## src/rtl/vga_rx_timing.sv

```systemverilog
// Receive-side VGA timing recovery: registers the DAC-side signals, recovers pixel
// coordinates, measures line/frame geometry and declares lock once timing repeats.
module vga_rx_timing #(
  parameter int CNT_W           = 11,
  parameter int LOCK_FRAMES     = 2,
  parameter int SYNC_ACTIVE_LOW = 1
) (
  input  logic             sys_clk,
  input  logic             reset,
  input  logic             hsync,
  input  logic             vsync,
  input  logic             vga_blank_z,
  input  logic [7:0]       red,
  input  logic [7:0]       green,
  input  logic [7:0]       blue,
  output logic             pix_valid,
  output logic [CNT_W-1:0] x_pos,
  output logic [CNT_W-1:0] y_pos,
  output logic [23:0]      rgb_out,
  output logic             frame_start,
  output logic [CNT_W-1:0] h_total,
  output logic [CNT_W-1:0] v_total,
  output logic [CNT_W-1:0] h_active,
  output logic [CNT_W-1:0] v_active,
  output logic             locked,
  output logic             timing_err
);

  localparam logic [CNT_W-1:0] CNT_ZERO = '0;
  localparam logic [CNT_W-1:0] CNT_ONE  = {{(CNT_W-1){1'b0}}, 1'b1};
  localparam logic [CNT_W-1:0] CNT_MAX  = '1;
  localparam logic [7:0]       LOCK_N   = 8'(LOCK_FRAMES);
  localparam logic             SYNC_INV = (SYNC_ACTIVE_LOW != 0);

  localparam logic [1:0] ST_SEARCH  = 2'd0;
  localparam logic [1:0] ST_MEASURE = 2'd1;
  localparam logic [1:0] ST_VERIFY  = 2'd2;
  localparam logic [1:0] ST_LOCKED  = 2'd3;

  function automatic logic [CNT_W-1:0] sat_inc(input logic [CNT_W-1:0] v);
    return (v == CNT_MAX) ? v : v + CNT_ONE;
  endfunction

  // Syncs are normalised to "1 = asserted" before registering.
  logic [1:0] sync_raw;
  logic [1:0] sync_act;
  assign sync_raw = {vsync, hsync};

  generate
    for (genvar gi = 0; gi < 2; gi++) begin : g_sync_pol
      assign sync_act[gi] = sync_raw[gi] ^ SYNC_INV;
    end
  endgenerate

  logic        hs_s1_reg, vs_s1_reg, bz_s1_reg;
  logic [23:0] rgb_s1_reg;

  always_ff @(posedge sys_clk) begin
    if (reset) begin
      hs_s1_reg  <= 1'b0;
      vs_s1_reg  <= 1'b0;
      bz_s1_reg  <= 1'b0;
      rgb_s1_reg <= '0;
    end else begin
      hs_s1_reg  <= sync_act[0];
      vs_s1_reg  <= sync_act[1];
      bz_s1_reg  <= vga_blank_z;
      rgb_s1_reg <= {red, green, blue};
    end
  end

  logic hs_d_reg, vs_d_reg, bz_d_reg;
  logic hs_edge, vs_edge, bz_rise, bz_fall;

  assign hs_edge = hs_s1_reg & ~hs_d_reg;
  assign vs_edge = vs_s1_reg & ~vs_d_reg;
  assign bz_rise = bz_s1_reg & ~bz_d_reg;
  assign bz_fall = bz_d_reg & ~bz_s1_reg;

  logic [CNT_W-1:0] hcnt_reg, vcnt_reg;
  logic [CNT_W-1:0] line_len, vcnt_upd, y_upd;
  logic             sat_hit;

  // The hsync edge is folded in first so a coincident closing line counts in the ending frame.
  assign line_len = sat_inc(hcnt_reg);
  assign vcnt_upd = hs_edge ? sat_inc(vcnt_reg) : vcnt_reg;
  assign y_upd    = bz_fall ? sat_inc(y_pos) : y_pos;
  assign sat_hit  = ~hs_edge && (hcnt_reg == (CNT_MAX - CNT_ONE));

  logic [1:0]       state_reg, state_next;
  logic [CNT_W-1:0] ref_h_reg, ref_h_next;
  logic [CNT_W-1:0] ref_v_reg, ref_v_next;
  logic [7:0]       match_reg, match_next;
  logic             have_ref_reg, have_ref_next;
  logic             meas_bad_reg, meas_bad_next;
  logic             locked_next, err_next;
  logic             line_mis, frame_mis;

  assign line_mis  = hs_edge && (line_len != ref_h_reg);
  assign frame_mis = vs_edge && (vcnt_upd != ref_v_reg);

  always_comb begin
    state_next    = state_reg;
    ref_h_next    = ref_h_reg;
    ref_v_next    = ref_v_reg;
    match_next    = match_reg;
    have_ref_next = have_ref_reg;
    meas_bad_next = meas_bad_reg;
    locked_next   = locked;
    err_next      = 1'b0;
    case (state_reg)
      ST_SEARCH: begin
        if (vs_edge) begin
          state_next    = ST_MEASURE;
          have_ref_next = 1'b0;
          meas_bad_next = 1'b0;
        end
      end
      ST_MEASURE: begin
        if (hs_edge) begin
          if (!have_ref_reg) begin
            ref_h_next    = line_len;
            have_ref_next = 1'b1;
          end else if (line_len != ref_h_reg) begin
            meas_bad_next = 1'b1;
          end
        end
        if (sat_hit) meas_bad_next = 1'b1;
        if (vs_edge) begin
          if (meas_bad_next || !have_ref_next) begin
            have_ref_next = 1'b0;
            meas_bad_next = 1'b0;
          end else begin
            ref_v_next = vcnt_upd;
            match_next = 8'd0;
            state_next = ST_VERIFY;
          end
        end
      end
      default: begin
        if (line_mis || frame_mis || sat_hit) begin
          err_next      = 1'b1;
          locked_next   = 1'b0;
          state_next    = ST_MEASURE;
          have_ref_next = 1'b0;
          // A measurement only counts if it starts on a frame boundary.
          meas_bad_next = ~vs_edge;
        end else if (vs_edge && state_reg == ST_VERIFY) begin
          if (match_reg + 8'd1 == LOCK_N) begin
            state_next  = ST_LOCKED;
            locked_next = 1'b1;
          end else begin
            match_next = match_reg + 8'd1;
          end
        end
      end
    endcase
  end

  always_ff @(posedge sys_clk) begin
    if (reset) begin
      hs_d_reg     <= 1'b0;
      vs_d_reg     <= 1'b0;
      bz_d_reg     <= 1'b0;
      hcnt_reg     <= CNT_ZERO;
      vcnt_reg     <= CNT_ZERO;
      pix_valid    <= 1'b0;
      x_pos        <= CNT_ZERO;
      y_pos        <= CNT_ZERO;
      rgb_out      <= '0;
      frame_start  <= 1'b0;
      h_total      <= CNT_ZERO;
      v_total      <= CNT_ZERO;
      h_active     <= CNT_ZERO;
      v_active     <= CNT_ZERO;
      state_reg    <= ST_SEARCH;
      ref_h_reg    <= CNT_ZERO;
      ref_v_reg    <= CNT_ZERO;
      match_reg    <= 8'd0;
      have_ref_reg <= 1'b0;
      meas_bad_reg <= 1'b0;
      locked       <= 1'b0;
      timing_err   <= 1'b0;
    end else begin
      hs_d_reg    <= hs_s1_reg;
      vs_d_reg    <= vs_s1_reg;
      bz_d_reg    <= bz_s1_reg;
      pix_valid   <= bz_s1_reg;
      rgb_out     <= rgb_s1_reg;
      frame_start <= vs_edge;

      if (hs_edge) begin
        hcnt_reg <= CNT_ZERO;
        h_total  <= line_len;
      end else begin
        hcnt_reg <= sat_inc(hcnt_reg);
      end

      if (vs_edge) begin
        v_total  <= vcnt_upd;
        vcnt_reg <= CNT_ZERO;
        v_active <= y_upd;
        y_pos    <= CNT_ZERO;
      end else begin
        vcnt_reg <= vcnt_upd;
        y_pos    <= y_upd;
      end

      if (bz_rise) begin
        x_pos <= CNT_ZERO;
      end else if (bz_s1_reg) begin
        x_pos <= sat_inc(x_pos);
      end else if (bz_fall) begin
        x_pos    <= CNT_ZERO;
        h_active <= sat_inc(x_pos);
      end

      state_reg    <= state_next;
      ref_h_reg    <= ref_h_next;
      ref_v_reg    <= ref_v_next;
      match_reg    <= match_next;
      have_ref_reg <= have_ref_next;
      meas_bad_reg <= meas_bad_next;
      locked       <= locked_next;
      timing_err   <= err_next;
    end
  end

endmodule

```

## config.mk

```make
export PLATFORM = sky130hd
export DESIGN_NAME = vga_rx_timing
export DESIGN_NICKNAME = d
export VERILOG_FILES = /design/src/rtl/vga_rx_timing.sv
export SDC_FILE = /design/constraint.sdc
export NUM_CORES = 1
export LEC_CHECK = 0
export BUFFER_PORTS_ARGS = -buffer_cell sky130_fd_sc_hd__buf_4
export CORE_MARGIN = 2
export CORE_UTILIZATION = 45
export DETAILED_ROUTE_END_ITERATION = 10
export GPL_TIMING_DRIVEN = 0
export PLACE_DENSITY = 0.79
export REMOVE_ABC_BUFFERS = 1
export SKIP_CTS_REPAIR_TIMING = 1
export SYNTH_ARGS = -nofsm -noshare
export SYNTH_HDL_FRONTEND = slang
export SYNTH_SLANG_ARGS = --single-unit
```

## constraint.sdc

```tcl
create_clock -name sys_clk -period 3.2 [get_ports sys_clk]
set_clock_uncertainty 0.2 [all_clocks]
set_input_delay 0 -clock sys_clk [delete_from_list [all_inputs] [get_ports sys_clk]]
set_output_delay 0 -clock sys_clk [all_outputs]
set_load 0.02 [all_outputs]
```

### Word level (Yosys, flattened, before mapping)

Cells that the tools add are included.

| operators by class | value |
|---|---|
| reductions and logical operators | 28 |
| bitwise logic cells | 17 |
| div/mod/pow operators | 0 |
| eq/ne operators | 15 |
| multiply operators | 0 |
| add/subtract/negate cells | 5 |
| order comparisons | 0 |
| shift-type cells | 0 |
| multiplexer cells | 41 |

Operators with widths:

| kind | count |
|---|---|
| $mux W11 | 8 |
| $eq A11 B11 Y1 const B | 5 |
| $add A11 B1 Y11 const B | 4 |
| $mux W8 | 5 |
| $ne A11 B11 Y1 | 2 |
| $mux W1 | 18 |
| $pmux W8 S2 | 1 |
| $not A1 Y1 | 13 |
| $mux W2 | 6 |
| $reduce_and A3 Y1 | 4 |
| $add A8 B1 Y8 const B | 1 |
| $eq A8 B2 Y1 const B | 1 |
| $reduce_bool A2 Y1 | 4 |
| $reduce_bool A4 Y1 | 2 |
| $reduce_or A2 Y1 | 4 |
| $ne A2 B2 Y1 const B | 3 |
| $reduce_and A6 Y1 | 1 |
| $reduce_and A5 Y1 | 1 |
| $and A1 B1 Y1 | 4 |
| $logic_and A1 B1 Y1 | 4 |
| $ne A2 B1 Y1 const B | 2 |
| $pmux W1 S2 | 2 |
| $pmux W2 S2 | 1 |
| $logic_or A1 B1 Y1 | 3 |
| 7 further kinds | 7 |

| word-level totals | value |
|---|---|
| output and inout bits | 94 |
| bits of input ports | 29 |
| memories kept | 0 |
| bits in read-only memories | 0 |
| bits in latches | 0 |
| flip-flop bits (word level) | 179 |
| RAM bits | 0 |
| word-level logic and storage cells | 131 |

### Depth between registers and ports, before layout

| depth | value |
|---|---|
| word-level depth | 12 |
| gate-level depth with buffers | 13 |

### Worst setup path before layout

Ideal clock, no wire load.

| timing | value |
|---|---|
| path kind | reg-to-reg |
| from | register hcnt_reg[1] |
| to | register ref_v_reg[7] |
| cell stages (with the launch flop) | 14 |
| setup slack | -0.007 ns |
| arrival | 2.880 ns |
| setup time | 0.128 ns |
| required time | 2.872 ns |
| cell sequence | dfxtp_1 -> ha_1 -> buf_6 -> and4_1 -> buf_2 -> a21oi_1 -> a31oi_1 -> a2111oi_2 -> nor4b_4 -> a211o_1 -> nor4b_4 -> buf_6 -> mux2i_1 -> nor2_1 |

| on the way | value |
|---|---|
| longest elaborated chain between the ends | 11 |

Ends and longest elaborated chain:

| item | RTL line | text |
|---|---|---|
| start: declaration | 80 | `logic [CNT_W-1:0] hcnt_reg, vcnt_reg;` |
| start signal: assignment | 196 | `hcnt_reg <= sat_inc(hcnt_reg);` |
| $add A11 B1 Y11 or $eq A11 B11 Y1 (tied branches) | 41 | `return (v == CNT_MAX) ? v : v + CNT_ONE;` |
| $mux W11 | -- |  |
| $ne A11 B11 Y1 | 124 | `end else if (line_len != ref_h_reg) begin` |
| $mux W1 | 124 |  |
| $mux W1 | 121 | `if (!have_ref_reg) begin` |
| $mux W1 | 120 | `if (hs_edge) begin` |
| $mux W1 (*) | 128 | `if (sat_hit) meas_bad_next = 1'b1;` |
| $mux W1 (*) | 111 | `case (state_reg)` |
| $logic_or A1 B1 Y1 (*) | 130 | `if (meas_bad_next \|\| !have_ref_next) begin` |
| $not A1 Y1 (no source line) (*) | -- |  |
| $reduce_and A3 Y1 (no source line) (*) | -- |  |
| end signal: assignment | 220 | `ref_v_reg <= ref_v_next;` |
| end: declaration | 92 | `logic [CNT_W-1:0] ref_v_reg, ref_v_next;` |

Every way passes the cells marked *; elsewhere a longest branch is shown, timed or not. The select of a mux whose other input is x is not followed.
A chain may end at the register's enable or synchronous reset.

### Worst setup path after layout

| timing | value |
|---|---|
| from | register hcnt_reg[1] |
| to | register ref_v_reg[1] |

The elaborated chain is that of the path after synthesis.

==> impl_metrics.json <==
{
  "outcome": "finished, violations left",
  "failed_checks": "negative setup slack",
  "wl_per_cell_microns": 14.64,
  "diodes": 0,
  "ys_seq_area_share_pct": 47.65,
  "fmax_mhz": 310.5,
  "drtPass1Iterations": 5,
  "synth_warnings": 0,
  "critPathMaxStageDelay_ps": 390,
  "start_kind": "flip-flop",
  "final-hold-violation-count": 0,
  "synthToLayoutAreaGrowth_pct": 29.80,
  "vias": 6472,
  "drive_gt1_share_pct": 22.55,
  "worstPathMaxFanout": 14,
  "clk_latency_ps": 430,
  "worst_slack_ps": -20.17,
  "cts_tree": "yes",
  "relSlewSlack_pct": 15.71,
  "clkTransAtPathRegs_ps": 70,
  "cts-root-buf": "clkbuf_16",
  "worst_pin_slew_ps": 1255,
  "ys_ff_latch": 179,
  "die_h_microns": 133.3,
  "drc": 0,
  "io_pins": 123,
  "p_sw_share_pct": 23.42,
  "cts_max_level": 4,
  "die_w_microns": 133.3,
  "period_share_pct": 100.6,
  "routabilityCongestion": 0.8730,
  "path_cells": "ha_4 -> buf_6 -> and4_4 -> a31oi_1 -> a2111oi_2 -> nor4b_4 -> a211o_1 -> nor4b_4 -> buf_12 -> buf_4 -> buf_4 -> a211oi_2",
  "p_total_mw": 4.779,
  "synthArstFlopShare_pct": 0,
  "layout.nets": 1022,
  "rsz0062_at_grt": "yes",
  "required_ps": 3260,
  "p_seq_share_pct": 48.2,
  "synth_cell_type_count": 78,
  "intPower_mw": 3.660,
  "cp_data_arrival_time_ps": 3280,
  "dpl.hpwl_mm": 11.52,
  "drv_cap": 0,
  "p_sw_mw": 1.119,
  "design_area_sq_mm": 0.009762,
  "synth_edf_count": 0,
  "grt_pass1_vias": 5755,
  "grt_pass1_wl_mm": 27.75,
  "synth_area_sq_mm": 0.007521,
  "p_per_area_mw_per_mm2": 489.6,
  "cts_sinks": 179,
  "path_class": "flip-flop to flip-flop",
  "setup_tns_ps": -52.53,
  "start_util_pct": 45.68,
  "grt_use_total_pct": 19.10,
  "setup_viol": 3,
  "cts_buffers": 17,
  "postPlaceCellArea_sq_mm": 0.008543,
  "postSynthAreaPerCell_sq_um": 8.975,
  "coreArea_sq_mm": 0.01647,
  "grt-ovfl-total": 0,
  "hold_class": "primary input to flip-flop",
  "power.leakage_nw": 3.947,
  "slew_viol_final": 0,
  "wirelength_mm": 17.83,
  "synth_ff_type": "dfxtp_1",
  "drt_iter0_drc": 361,
  "die_area_sq_mm": 0.01776,
  "fin_util_pct": 59.29,
  "syn-instance-count": 838,
  "clockBufferDepth": 2,
  "cp_slowest_cell": "dfxtp_4",
  "cp.buffers_inverters": 4,
  "num_rows": 47,
  "clkPwrFrac_pct": 45.0,
  "crit_family": "simple AND/OR/NAND/NOR gates",
  "hold_slack_ps": 14.85,
  "grt_antenna_before_repair": 0,
  "power_frac_comb_pct": 6.8,
  "layout_min_cycle_time_ps": 3220,
  "ant_nets": 0,
  "peakVddDrop_mv": 0.3600,
  "cp-end-kind": "flip-flop",
  "via_per_inst": 5.314,
  "ff2ff_setup_slack_ps": -20,
  "grt_max_degree": 105,
  "io_buffer_count": 122
}
-- cell usage in the layout, fill, tap and decap left out, types with 16 or more instances in the layout --
master,count
a21oi_1,50
and2_1,16
and3_1,16
buf_4,138
clkbuf_16,17
dfxtp_1,171
dlygate4sd3_1,27
inv_1,25
nand2_1,67
nand3_1,26
nor2_1,94
nor2b_1,57
o21ai_0,45
xnor2_1,25
-- per-stage QoR --
step	worst slack, ps	instances
global route	-178.9	1218
CTS	-1112	1172
detailed placement	-1095	1141
global placement	-985.1	1140
floorplan	-223.4	798
finish	-20.17	1218
-- layer usage --
layer / up-vias / GRT usage [%] / wire [microns]
met3: 35 / 4.680 / 844
met4: 0 / 6.856 / 297
met5: - / 0 / 0
met1: 3059 / 24.78 / 8037
met2: 171 / 31.04 / 8651
li1: 3207 / - / -
-- power by group through the flow --
stage / Combinational, mW / Sequential (mW) / Clock (mW)
6_report: 0.323 / 2.31 / 2.15
5_1_grt: 0.350 / 2.31 / 2.27
4_1_cts: 0.272 / 2.31 / 2.18
3_5_place_dp: 0.270 / 2.36 / 0
3_3_place_gp: 0.263 / 2.35 / 0
2_1_floorplan: 0.119 / 2.38 / 0
-- path summary, 6_finish.rpt --
| kind | start | endpoint | cells past startpoint |
|---|---|---|---|
| worst max-delay path | hcnt_reg[1] | ref_v_reg[1] | 12 |
| worst min-delay path | reset | ref_v_reg[6] | 2 |
| worst max register to register | hcnt_reg[1] | ref_v_reg[1] | 12 |
| worst min register to register | rgb_s1_reg[14] | rgb_out[14] | 1 |
-- synth_stat cells, types with 5 or more instances --
cell | instances | share of area [%]
dfxtp_1 | 179 | 48
nand2_1 | 67 | 3.3
mux2i_1 | 17 | 2.3
nor2b_1 | 58 | 4.8
inv_1 | 25 | 1.2
and3_1 | 18 | 1.5
a211oi_1 | 10 | 1.0
and2_1 | 16 | 1.3
nor3_1 | 9 | 0.60
a31oi_1 | 8 | 0.67
o211ai_1 | 6 | 0.60
o21ai_0 | 45 | 3.0
ha_1 | 7 | 1.2
nor3b_1 | 5 | 0.50
o31ai_1 | 7 | 0.70
clkbuf_1 | 30 | 1.5
xor2_1 | 12 | 1.4
nand4_1 | 7 | 0.58
nor2_1 | 96 | 4.8
and4_1 | 7 | 0.82
nand2b_1 | 11 | 0.92
a21oi_1 | 51 | 3.4
a22o_1 | 11 | 1.3
a21o_1 | 6 | 0.60
xnor2_1 | 25 | 2.9
nand3_1 | 26 | 1.7
-- cells by family (layout without fill, tap and decap cells) --
| logic type | Yosys count | after routing | synth area share [%] |
|---|---|---|---|
| and+or+nand+nor | 351 | 351 | 24.74 |
| AOI/OAI and AO/OA | 180 | 180 | 15.82 |
| adders and majority gates | 7 | 7 | 1.164 |
| xor gates and xnor gates | 37 | 37 | 4.309 |
| DFF | 179 | 179 | 47.65 |
| muxes | 19 | 19 | 2.562 |
| buffers and inverters | 65 | 225 | 3.760 |
-- cell type report --
cell class              instances  area [sq um]
clock buffers                  17         425.4
clock inverters                14         178.9
fillers                      1444          6704
inverters                      25         93.84
multi-input cells             594          3821
flip-flops and latches        179          3603
well taps                     220         275.3
repair buffers                169          1364
No activity file was read; power rests on OpenSTA's default activity.
